### config.mk
export PLATFORM = sky130hd
export DESIGN_NAME = fetch_align_buffer
export DESIGN_NICKNAME = d
export VERILOG_FILES = /design/src/rtl/fetch_align_buffer.sv
export SDC_FILE = /design/constraint.sdc
export NUM_CORES = 1
export LEC_CHECK = 0
export CAP_MARGIN = 15
export CELL_PAD_IN_SITES_DETAIL_PLACEMENT = 0
export CELL_PAD_IN_SITES_GLOBAL_PLACEMENT = 1
export CORE_ASPECT_RATIO = 0.7
export CORE_MARGIN = 5
export CORE_UTILIZATION = 33
export CTS_CLUSTER_DIAMETER = 50
export CTS_CLUSTER_SIZE = 12
export DETAILED_ROUTE_END_ITERATION = 16
export HOLD_SLACK_MARGIN = 0.06
export PLACE_DENSITY_LB_ADDON = 0.1
export SLEW_MARGIN = 25
export SYNTH_ARGS = -nofsm -noshare
export SYNTH_HDL_FRONTEND = slang
export SYNTH_SLANG_ARGS = --single-unit
### constraint.sdc
create_clock -name clk -period 3.35 [get_ports clk]
set_clock_uncertainty 0.05 [all_clocks]
set_input_delay 0.67 -clock clk [delete_from_list [all_inputs] [get_ports clk]]
set_output_delay 0.67 -clock clk [all_outputs]
set_load 0.02 [all_outputs]
### src/rtl/fetch_align_buffer.sv
// fetch_align_buffer: halfword ring re-aligning fetch words into RVC/32-bit instructions; RVC enabled by FETCH_ALIGN_C_EXT_EN
module fetch_align_buffer #(
  parameter int DEPTH = 4,
  parameter logic [31:0] RESET_PC = 32'h0000_0000
) (
  input  logic        clk,
  input  logic        reset,
  input  logic        flush,
  input  logic [31:0] flush_pc,
  input  logic        fetch_valid,
  output logic        fetch_ready,
  input  logic [31:0] fetch_data,
  output logic        out_valid,
  input  logic        out_ready,
  output logic [31:0] out_instr,
  output logic [31:0] out_pc,
  output logic        out_compressed,
  output logic        out_illegal
);
  localparam int AW = $clog2(DEPTH);
  logic [15:0]   mem [DEPTH];
  logic [AW-1:0] wr_ptr, rd_ptr;
  logic [AW:0]   count, push_n, pop_n;
  logic [15:0]   hw0, hw1;
  logic          skip_low, compressed, push, pop;
  logic [31:0]   pc;
  always_comb begin
    hw0 = mem[rd_ptr];
    hw1 = mem[rd_ptr + AW'(1)];
`ifdef FETCH_ALIGN_C_EXT_EN
    compressed = hw0[1:0] != 2'b11;
`else
    compressed = 1'b0;
`endif
    out_valid = !reset && count >= (compressed ? (AW+1)'(1) : (AW+1)'(2));
    out_instr = compressed ? {16'h0, hw0} : {hw1, hw0};
    out_compressed = out_valid && compressed;
`ifdef FETCH_ALIGN_C_EXT_EN
    out_illegal = out_valid && out_instr == 32'h0;
`else
    out_illegal = out_valid && hw0[1:0] != 2'b11;
`endif
    out_pc = pc;
    fetch_ready = !reset && !flush && count <= (AW+1)'(DEPTH-2);
    push = fetch_valid && fetch_ready;
    pop = out_valid && out_ready;
    push_n = push ? (skip_low ? (AW+1)'(1) : (AW+1)'(2)) : '0;
    pop_n = pop ? (compressed ? (AW+1)'(1) : (AW+1)'(2)) : '0;
  end
  // push is already masked by reset and flush through fetch_ready
  always_ff @(posedge clk)
    if (push) begin
      mem[wr_ptr] <= skip_low ? fetch_data[31:16] : fetch_data[15:0];
      if (!skip_low) mem[wr_ptr + AW'(1)] <= fetch_data[31:16];
    end
  always_ff @(posedge clk)
    if (reset || flush) begin
      count <= '0;
      wr_ptr <= '0;
      rd_ptr <= '0;
`ifdef FETCH_ALIGN_C_EXT_EN
      pc <= reset ? RESET_PC : flush_pc & 32'hFFFF_FFFE;
      skip_low <= reset ? RESET_PC[1] : flush_pc[1];
`else
      pc <= reset ? RESET_PC : flush_pc & 32'hFFFF_FFFC;
      skip_low <= 1'b0;
`endif
    end else begin
      count <= count + push_n - pop_n;
      wr_ptr <= wr_ptr + push_n[AW-1:0];
      rd_ptr <= rd_ptr + pop_n[AW-1:0];
      pc <= pc + (pop ? (compressed ? 32'd2 : 32'd4) : 32'd0);
      if (push) skip_low <= 1'b0;
    end
endmodule
==> out/qor.yml <==
outcome:
  status: "finished, final reports clean"
power_and_ir_drop:
  max-vdd-ir-drop_uv: 218
  p_leak_nw: 2.14
  pwr_density_cell_nw_per_um2: 436
grt:
  grt_max_degree: 40
  met3_usage_pct: 3.91
  grt_use_total_pct: 13.5
  grt_overflow_total: 0
  antenna_found_initial: 0
  grt_pass1_wl_mm: 17.3
  top_usage_layer: "met2"
  grt.met1_usage_pct: 18.4
  grt_pass1_vias: 3368
  met2_usage_pct: 21.1
job:
  timing.max_cap.violations: 0
critical_path:
  endpoint_kind: "output port"
  crit_path_start_kind: "primary input"
  critPathKind: "in -> out"
  worstPathArrival_ps: 2330
  crit_required_ps: 2630
  crit_fanout: 39
logic_synthesis:
  synth_warnings: 0
  synthesis.area_um2: 4600
  synth-seq-area-share_pct: 56.6
  syn_area_per_cell_um2: 12.4
  ys_types: 41
  netlist_instances: 370
  ys_ff_latch: 98
sta:
  setup_ws_ps: 298
  rsz0062_at_grt: "false"
  layout_min_cycle_time_ps: 3050
  hold_violations: 0
  finalSetupViolations: 0
  drv_slew: 0
  fmax_ghz: 0.328
  finalCritPeriodShare_pct: 91.1
  setup_tns_ps: 0
place:
  io_buffer_count: 131
  place_inst: 684
  dpl_worst_slack_ps: 56.7
  dpl.hpwl_mm: 7.95
  place.gp.congestion: 0.820
  dpl-instance-area_um2: 6230
clock_tree:
  cts_resized: 0
  cts_made_buffers: 9
  cts_buffer_depth: 2
  clock_sinks: 98
  path_clk_slew_ps: 70
  root_buffer: "clkbuf_16"
  h-tree-depth: 3
  clkLatencyLatePin_ps: 340
  cts_hold_buf: 0
  cts_setup_buffers: 0
  cts_tree: "yes"
finish:
  nets: 580
  fin_cells: 699
  drive_gt1_share_pct: 20.6
  syn2layout_area_growth_pct: 42.3
  antennaDiodeCount: 0
  design_area_um2: 6550
die:
  fp.dieArea_um2: 16400
  die_w_um: 151
  die_height_um: 109
  rows: 36
  initial_utilization_pct: 33.4
  core_area_um2: 13800
  pin_count: 137
min_path:
  worstHoldPathType: "reg -> reg"
route:
  ant_nets: 0
  avgRoutedWirePerCell_um: 16.0
  drt_iter0_drc: 206
  route.detailed.drc: 0
  first_pass_iters: 4
  drt_wl_total_mm: 11.2
  via_per_inst: 4.88
  vias: 3414
## worst max-delay path, stage by stage
cell and delay (ps):
clkdlybuf4s50_1 430, buf_4 280, nor3_2 290, clkdlybuf4s50_1 650
## registers in the layout, summed over array words and instances, names as in the netlist
name	count
count	2
out_pc	30
wr_ptr	1
rd_ptr	1
mem	64
## final cells by class
type	count	area, um^2
tap	190	238
inverter	9	33.8
clock buffer	9	225
clock inverter	6	91.3
timing repair buffer	148	1460
fill	1296	7240
multi-input combinational	239	1890
sequential	98	2600
## cell usage after synthesis
master	n	area share, %
a2111oi_0	3	0.57
nor3_1	7	0.76
and2_1	2	0.27
o21bai_1	3	0.49
dfxtp_1	34	15
a31oi_1	3	0.41
nand2_1	19	1.5
conb_1	1	0.081
buf_1	3	0.24
buf_2	2	0.22
o31ai_1	9	1.5
and4_1	1	0.19
mux2_2	64	16
or3_1	4	0.54
or2_2	1	0.14
a21boi_0	1	0.16
o21ba_2	1	0.22
a311oi_1	9	1.7
nand3_1	10	1.1
inv_1	9	0.73
fa_1	1	0.44
ha_1	5	1.4
or4_1	11	1.8
nand3b_1	4	0.65
buf_4	3	0.49
xor2_1	6	1.1
mux2i_1	2	0.44
nand4_1	9	1.2
clkbuf_1	17	1.4
nand4_2	1	0.27
o21ai_0	3	0.33
a211oi_1	10	1.6
edfxtp_1	64	42
a21oi_1	3	0.33
nor2_1	25	2.0
nor4_1	6	0.82
or3_2	1	0.16
xnor2_1	10	1.9
clkbuf_2	1	0.11
or4_4	1	0.24
or4_2	1	0.19
## cell usage in the layout, fill, tap and decap left out, types with 9 or more instances in the layout
| cell type | netlist | routed |
|---|---|---|
| or4_1 | 11 | 11 |
| o31ai_1 | 9 | 9 |
| clkbuf_16 | 0 | 9 |
| edfxtp_1 | 64 | 64 |
| a211oi_1 | 10 | 10 |
| nand4_1 | 9 | 9 |
| nand2_1 | 19 | 19 |
| nand3_1 | 10 | 10 |
| clkdlybuf4s50_1 | 0 | 131 |
| xnor2_1 | 10 | 10 |
| dfxtp_1 | 34 | 33 |
| inv_1 | 9 | 9 |
| nor2_1 | 25 | 25 |
| mux2_2 | 64 | 64 |
| buf_4 | 3 | 15 |
| a311oi_1 | 9 | 9 |
## through the flow
| stage | hold WS [ps] | total power [mW] | util [%] |
|---|---|---|---|
| final | 452 | 2.85 | 47.5 |
| after global routing | 485 | 2.96 | 47.5 |
| after CTS | 450 | 2.89 | 47.5 |
| after detailed placement | 440 | 1.78 | 45.2 |
| after global placement | 432 | 1.77 | 45.2 |
| after floorplan | 517 | 1.57 | - |
## where the power goes
group | switching (mW) | internal [mW] | total [mW]
combinational | 0.166 | 0.208 | 0.375
clock | 0.451 | 0.655 | 1.11
sequential | 0.0412 | 1.33 | 1.37
total | 0.659 | 2.19 | 2.85
## metal layers
layer  part of all wire (%)  vias to the layer above
met5                      0                        -
met4                    1.1                        0
met3                    6.1                        8
met2                     45                       84
met1                     48                     1649
li1                       -                     1673
## path summary, 6_finish.rpt
| check | from | end | slack [ps] | cells after the start |
|---|---|---|---|---|
| min reg2reg | out_pc[31] | out_pc[31] | 450 | 2 |
| max | reset | fetch_ready | 300 | 4 |
| min | out_pc[31] | out_pc[31] | 450 | 2 |
| max reg2reg | count[2] | out_pc[28] | 890 | 8 |
## logic make-up (layout without fill, tap and decap cells)
logic type	count (synthesis)	in the layout	synth area share (%)
adder cells (fa/ha/maj)	6	6	1.79
other	1	3	0.0815
multiplexers	66	66	16.1
XOR/XNOR	16	16	3.05
AO/OA/AOI/OAI	45	45	7.31
buffers and inverters	35	172	3.18
flip-flops	98	98	56.6
AND/OR/NAND/NOR	103	103	11.9
Note: power is estimated with default switching activity, not from simulation.
